<file path="src/rtl/pix_sdram_writer.sv">
// pix_sdram_writer: buffers a pixel word stream in a FIFO and issues one SDRAM write per word
// at consecutive addresses from BaseAddr, one frame of FrameWords words per capture.
module pix_sdram_writer #(
    parameter int AddrWidth = 25,
    parameter int DataWidth = 16,
    parameter int FifoDepthLog2 = 4,
    parameter logic [AddrWidth-1:0] BaseAddr = '0,
    parameter int FrameWords = 'h1000
) (
    input  logic                 clk,
    input  logic                 rst,
    input  logic                 ctrl_en,
    input  logic                 pix_frameStart,
    input  logic                 pix_valid,
    input  logic [DataWidth-1:0] pix_data,
    output logic                 status_busy,
    output logic                 status_frameDone,
    output logic                 status_overflow,
    input  logic                 cmdReady,
    output logic                 cmdTrigger,
    output logic [AddrWidth-1:0] cmdAddr,
    output logic                 cmdWrite,
    output logic [DataWidth-1:0] cmdWriteData
);
    localparam int CW = $clog2(FrameWords) + 1;
    localparam int PW = FifoDepthLog2 + 1;
    localparam logic [PW-1:0] Depth = PW'(2 ** FifoDepthLog2);
    localparam logic [CW-1:0] FrameLen = CW'(FrameWords);
    localparam logic [CW-1:0] FrameLast = CW'(FrameWords - 1);
    if (64'(BaseAddr) + 64'(FrameWords) > (64'(1) << AddrWidth)) begin : g_bad_frame
        $fatal(1, "pix_sdram_writer: frame does not fit in the address space");
    end
    typedef enum logic [1:0] {IDLE, WAIT_FRAME, CAPTURE, DRAIN} state_t;
    state_t state, state_n;
    logic [DataWidth-1:0] mem [2**FifoDepthLog2];
    logic [FifoDepthLog2-1:0] rd_ptr, wr_ptr, rd_nx;
    logic [PW-1:0] count, rem;
    logic [CW-1:0] push_cnt, accept_cnt, acc_n;
    logic start, push_req, push, pop, last_accept;
    always_comb begin
        start = state == WAIT_FRAME && pix_frameStart;
        push_req = pix_valid && (start || (state == CAPTURE && push_cnt < FrameLen));
        pop = cmdTrigger && cmdReady;
        push = push_req && (count != Depth || pop);
        last_accept = state == DRAIN && pop && accept_cnt == FrameLast;
        acc_n = start ? '0 : accept_cnt + CW'(pop);
        rem = count - PW'(pop);
        rd_nx = rd_ptr + FifoDepthLog2'(pop);
        status_busy = state == CAPTURE || state == DRAIN || count != '0;
        cmdWrite = cmdTrigger;
        state_n = state;
        case (state)
            IDLE: if (ctrl_en) state_n = WAIT_FRAME;
            WAIT_FRAME: if (start) state_n = CAPTURE;
            CAPTURE: if (push && push_cnt == FrameLast) state_n = DRAIN;
            DRAIN: if (last_accept) state_n = WAIT_FRAME;
            default: state_n = IDLE;
        endcase
        if (!ctrl_en) state_n = IDLE;
    end
    always_ff @(posedge clk or posedge rst) begin
        if (rst) state <= IDLE;
        else state <= state_n;
    end
    always_ff @(posedge clk) begin
        if (push) mem[wr_ptr] <= pix_data;
    end
    // The command register mirrors the FIFO head; the head is only popped on an accepted command.
    always_ff @(posedge clk or posedge rst) begin
        if (rst) begin
            rd_ptr <= '0;
            wr_ptr <= '0;
            count <= '0;
            push_cnt <= '0;
            accept_cnt <= '0;
            status_frameDone <= 1'b0;
            status_overflow <= 1'b0;
            cmdTrigger <= 1'b0;
            cmdAddr <= '0;
            cmdWriteData <= '0;
        end else if (!ctrl_en) begin
            rd_ptr <= '0;
            wr_ptr <= '0;
            count <= '0;
            status_frameDone <= 1'b0;
            cmdTrigger <= 1'b0;
        end else begin
            if (state == IDLE) status_overflow <= 1'b0;
            else if (push_req && !push) status_overflow <= 1'b1;
            status_frameDone <= last_accept;
            wr_ptr <= wr_ptr + FifoDepthLog2'(push);
            rd_ptr <= rd_nx;
            count <= count + PW'(push) - PW'(pop);
            push_cnt <= start ? CW'(push) : push_cnt + CW'(push);
            accept_cnt <= acc_n;
            if (!cmdTrigger || cmdReady) begin
                cmdTrigger <= rem != '0 || (pop && push);
                cmdWriteData <= rem != '0 ? mem[rd_nx] : pix_data;
                cmdAddr <= BaseAddr + AddrWidth'(acc_n);
            end
        end
    end
endmodule

</file>
<file path="config.mk">
export PLATFORM = sky130hd
export DESIGN_NAME = pix_sdram_writer
export DESIGN_NICKNAME = d
export VERILOG_FILES = /design/src/rtl/pix_sdram_writer.sv
export SDC_FILE = /design/constraint.sdc
export NUM_CORES = 1
export LEC_CHECK = 0
export ABC_AREA = 0
export BUFFER_PORTS_ARGS = -buffer_cell sky130_fd_sc_hd__clkbuf_2
export CAP_MARGIN = 10
export CELL_PAD_IN_SITES_DETAIL_PLACEMENT = 0
export CELL_PAD_IN_SITES_GLOBAL_PLACEMENT = 1
export CORE_MARGIN = 2
export CORE_UTILIZATION = 55
export CTS_CLUSTER_DIAMETER = 100
export DETAILED_ROUTE_END_ITERATION = 10
export HOLD_SLACK_MARGIN = 0.1
export PLACE_DENSITY = 0.83
export RECOVER_POWER = 50
export SETUP_SLACK_MARGIN = 0.2
export SLEW_MARGIN = 20
export SYNTH_ARGS = -nofsm -noshare
export SYNTH_HDL_FRONTEND = slang
export SYNTH_SLANG_ARGS = --single-unit
</file>
<file path="constraint.sdc">
create_clock -name clk -period 7.1 [get_ports clk]
set_clock_uncertainty 0.1 [all_clocks]
set_input_delay 0.355 -clock clk [delete_from_list [all_inputs] [get_ports clk]]
set_output_delay 0.355 -clock clk [all_outputs]
set_load 0.03 [all_outputs]
</file>
After elaboration in Yosys (flattened, before gate mapping)
Memories as Yosys holds them, arrays and structs flattened.
Cells that the tools add are included.
{"block": "word_totals", "latch_bits": 0, "mem_bits_rw": 256, "romBits": 0, "out_inout_bits": 46, "regBits": 73, "n_memories": 1, "in_bits": 22}
{"block": "op_classes", "n_eq_ne": 10, "mux": 18, "n_bitwise": 0, "magnitude_cmp": 1, "addsub": 7, "div_mod_pow": 0, "mul": 0, "reduce_logical": 25, "shifts": 0}
{"memory": "mem", "depth": 16, "word_bits": 16, "rd": 1, "rd_ports_with_merged_regs": 0, "wr": 1, "line": "35", "source": "logic [DataWidth-1:0] mem [2**FifoDepthLog2];"}
{"operator": "$add A13 B1 Y13", "n": 2}
{"operator": "$eq A13 B12 Y1 const B", "n": 2}
{"operator": "$mux W13", "n": 2}
{"operator": "$mux W16", "n": 1}
{"operator": "$lt A13 B13 Y1 const B", "n": 1}
{"operator": "$logic_and A1 B1 Y1", "n": 10}
{"operator": "$reduce_bool A5 Y1", "n": 2}
{"operator": "$sub A5 B1 Y5", "n": 2}
{"operator": "$add A4 B1 Y4", "n": 2}
{"operator": "$mux W2", "n": 4}
{"operator": "$mux W4", "n": 2}
{"operator": "$pmux W2 S4", "n": 1}
{"operator": "$mux W1", "n": 7}
{"operator": "$logic_or A1 B1 Y1", "n": 6}
{"operator": "$ne A3 B3 Y1 const B", "n": 2}
{"operator": "$add A5 B1 Y5", "n": 1}
{"operator": "$mux W5", "n": 1}
{"operator": "$ne A5 B5 Y1 const B", "n": 1}
{"operator": "$eq A2 B2 Y1 const B", "n": 2}
{"operator": "$reduce_and A2 Y1", "n": 2}
{"operator": "$ne A3 B2 Y1 const B", "n": 1}
{"operator": "$reduce_and A3 Y1", "n": 1}
{"operator": "$eq A2 B1 Y1 const B", "n": 1}
{"operator": "$logic_not A1 Y1", "n": 2}
{"operator": "3 further kinds", "n": 3}

Longest topological paths before layout
{"block": "depth", "depth_word": 9, "ltp_mapped": 12, "ltp_nobuf": 12}

Worst setup path before layout
Ideal clock, no wire load.
{"block": "synth_timing", "kind": "register to register", "start": "reg state[0]", "end": "mem mem[0][0], enable pin", "path_buffers": 0, "setup_slack_ns": 3.847, "path_stages_with_launch": 7, "required_ns": 6.591, "arrival_ns": 2.744, "path_cell_list": "dfrtp_1 -> inv_1 -> ha_1 -> nand2b_1 -> a221o_2 -> or3_1 -> nor3_1"}
{"block": "synth_via", "elab_chain_cells": 7, "word_cells_on_any_way": 9}
{"item": "start, declared", "line": "34", "source": "state_t state, state_n;"}
{"item": "start signal, assigned", "line": "63", "source": "else state <= state_n;"}
{"item": "$eq A2 B1 Y1 or $eq A2 B2 Y1 (tied branches)", "line": "41, 42"}
{"item": "$logic_and A1 B1 Y1 (on tied branches)", "line": "41, 42"}
{"item": "$logic_or A1 B1 Y1 *", "line": "42", "source": "push_req = pix_valid && (start || (state == CAPTURE && push_cnt < FrameLen));"}
{"item": "$logic_and A1 B1 Y1 *", "line": "42"}
{"item": "$logic_and A1 B1 Y1 *", "line": "44", "source": "push = push_req && (count != Depth || pop);"}
{"item": "$mux W1 *", "line": "66", "source": "if (push) mem[wr_ptr] <= pix_data;"}
{"item": "$mux W1 (not written as such) *", "line": "66"}
{"item": "end, declared", "line": "35"}
Mark *: on every way between the ends. The rest lies on a longest branch, timed or not.

==> run_results.csv <==
group,metric,value,unit
placed_design,dp_hpwl,17500,um
routing,route.detailed.wl_per_inst,24.5,um
floorplanning,ios,68,
clocking,clock_path_buffers,3,
synthesis,synth_area_per_cell,16.8,um2
clocking,cts_sinks,329,
setup_path,reg2reg_depth,7,
placed_design,gp_congestion,0.747,
timing,finalSetupTns,0,ns
status,status,"finished with violations",
setup_path,reg2reg_from,"cmdTrigger",
floorplanning,dieArea,26600,um2
routing,vias_per_cell,6.03,
layout,drive_above_1_share,20.4,%
routing,routed_wl,30900,um
setup_path,critical_path.startpoint,"rst",
global_route,antenna_found_initial,2,
clocking,cts_tree,"yes",
synthesis,netlist.area_leader.share,55.2,%
timing,setup_violations,0,
layout,utilization,62.6,%
setup_path,end_kind,"asynchronous set/reset pin",
floorplanning,coreArea,25000,um2
synthesis,synth-edff-count,256,
synthesis,netlist_top_cells_area,"edfxtp_1 (55%), dfrtp_1 (13%), mux4_2 (10%)",
clocking,path_clk_slew,0.06,ns
synthesis,synth_top_area_cell,"edfxtp_1",
floorplanning,dieHeight,163,um
setup_path,critical_path_class,"in -> async",
setup_path,critPathSlowestCell,"clkbuf_1",
global_route,grt_pass1_vias,7568,
setup_path,cp.required,6.83,ns
timing,rsz0062_at_grt,"false",
clocking,clk_latency,0.51,ns
setup_path,r2r-end,"cmdWriteData[9]",
layout,nets,952,
status,violations,"max-capacitance violations, max-slew violations",
setup_path,crit_chain,"dlygate4sd3_1 -> clkbuf_2 -> clkinvlp_2 -> clkbuf_1",
clocking,cts_resized,0,
synthesis,ys_types,51,
timing,period_needed,4.34,ns
global_route,overflow,0,
synthesis,ys_seq_elements,329,
floorplanning,initial_core_util,55.6,%
global_route,grt_max_degree,63,
synthesis,synth.most_common_cell,"edfxtp_1",
power,power.density,343,nW/um2
global_route,track_usage,24.1,%
global_route,grt_pass1_wl,46900,um
synthesis,synthArstFlopShare,22.2,%
setup_path,arrival,4.07,ns
setup_path,worstPathMaxFanout,62,
power,leakage,5.62,nW
synthesis,synth_area,13900,um2
clocking,h-tree-depth,2,
routing,drt_iter0_drc,693,
timing,max_slew_margin,-129,%
synthesis,yosys_warnings,0,
layout,area_growth,12.6,%
setup_path,max_stage_delay,2.47,ns
timing,timing.fmax,230,MHz
placed_design,placed_area,14600,um2
setup_path,reg2reg_slack,3.09,ns
setup_path,start_kind,"input pin",
routing,dr_total_vias,7621,
synthesis,syn_inst,829,
clocking,root_buffer,"clkbuf_16",
timing,finalHoldViolCount,0,
layout,stdcell_area,15700,um2
clocking,numCtsBuffers,35,
layout,fillers,1811,
setup_path,crit_path_end,"cmdWriteData[2]",
timing,final.period_utilization,61.2,%
synthesis,synth.yosys.seq_area_share,68.3,%
routing,final_antenna_net_count,0,
timing,tightest_slew,3.44,ns
floorplanning,rows,58,
routing,drc_errors,0,
floorplanning,die_x,163,um
synthesis,synth_common_cells,"edfxtp_1 (256), dfrtp_1 (73), mux4_2 (64)",
worst_hold_path,hold_path_class,"in -> reg",
synthesis,synthFlopType,"edfxtp_1",
job,cap_violations,1,
timing,slew_viol_final,63,
placed_design,io_buffers,55,
power,peakVddDrop,201,uV
routing,drt_first_pass_iters,4,
-- routing by layer --
| layer | part of all wire, % | vias to the layer above | track usage, % | wire [um] |
|---|---|---|---|---|
| met4 | 2.6 | 2 | 7.52 | 796 |
| met1 | 42 | 3940 | 34.7 | 13100 |
| li1 | - | 3346 | - | - |
| met2 | 48 | 268 | 38.2 | 14700 |
| met3 | 7.4 | 65 | 4.32 | 2280 |
| met5 | 0.042 | - | 0 | 13 |
-- worst min-delay path by stage --
stage	startpoint	to	slack [ns]	depth (start not counted)
after global placement	rst	cmdWriteData[11]	0.22	2
after floorplan	pix_data[0]	mem[0][0]	0.35	0
after CTS	pix_valid	status_overflow	0.12	5
final	pix_valid	status_overflow	0.13	5
after detailed placement	rst	cmdWriteData[11]	0.22	2
after global routing	pix_valid	status_overflow	0.16	5
-- worst max-delay path, delay by kind of cell --
family | cells | cell delay [ns]
buffers and inverters | 4 | 3.64
-- per-stage QoR --
| step | worst slack [ns] | hold slack (ns) | cells | total power [mW] |
|---|---|---|---|---|
| 3_3_place_gp | 3.67 | 0.217 | 1198 | 3.59 |
| 4_1_cts | 3.61 | 0.118 | 1262 | 5.43 |
| 6_report | 2.76 | 0.128 | 1263 | 5.37 |
| 3_5_place_dp | 3.61 | 0.223 | 1198 | 3.61 |
| 2_1_floorplan | 3.85 | 0.354 | 840 | 3.26 |
| 5_1_grt | 1.94 | 0.156 | 1262 | 5.60 |
-- cell type report --
| cell class | count | area (um2) | area share, % |
|---|---|---|---|
| inverter | 18 | 70.1 | 0.447 |
| multi-input combinational | 442 | 4120 | 26.3 |
| clock buffer | 51 | 1020 | 6.50 |
| sequential | 329 | 9510 | 60.7 |
| timing repair buffer | 80 | 400 | 2.56 |
| tap | 330 | 413 | 2.63 |
| clock inverter | 12 | 128 | 0.814 |
| antenna | 1 | 2.50 | 0.0160 |
-- what timing repair did --
action	CTS	global route
hold endpoints to repair	11	0
hold buffers	1	0
setup endpoints to repair	0	0
buffers inserted	0	0
-- cell families after synthesis --
kind of cell | Yosys count | synth area share [%]
AOI/OAI and AO/OA | 98 | 4.62
buffers and inverters | 69 | 2.86
other | 1 | 0.0269
and+or+nand+nor | 169 | 6.01
xor gates and xnor gates | 20 | 1.45
adders and majority gates | 24 | 2.21
muxes | 119 | 14.5
DFF | 329 | 68.3
-- power breakdown --
group / total, mW / leakage, nW / switching (mW) / internal [mW]
registers: 2.30 / 3.28 / 0.101 / 2.20
clock network: 1.82 / 0.560 / 0.715 / 1.10
logic: 1.26 / 1.78 / 0.759 / 0.497
total: 5.37 / 5.62 / 1.57 / 3.79
-- state kept, by name, indices dropped and copies added (netlist names), 2 cells and up --
| register | count |
|---|---|
| push_cnt | 13 |
| cmdAddr | 13 |
| count | 5 |
| rd_ptr | 4 |
| mem | 256 |
| state | 2 |
| wr_ptr | 4 |
| cmdWriteData | 16 |
| accept_cnt | 13 |
-- cells in the final DEF (no fill, tap or decap), types with 23 or more instances in the layout --
cell type  instances
and2_1            24
o21ai_0           35
nand2_1           51
dfrtp_1           73
clkbuf_16         37
mux4_2            64
edfxtp_1         256
buf_4             23
nor2_1            25
mux2i_1           35
clkbuf_1          60
Power figures use the tool's default switching activity.
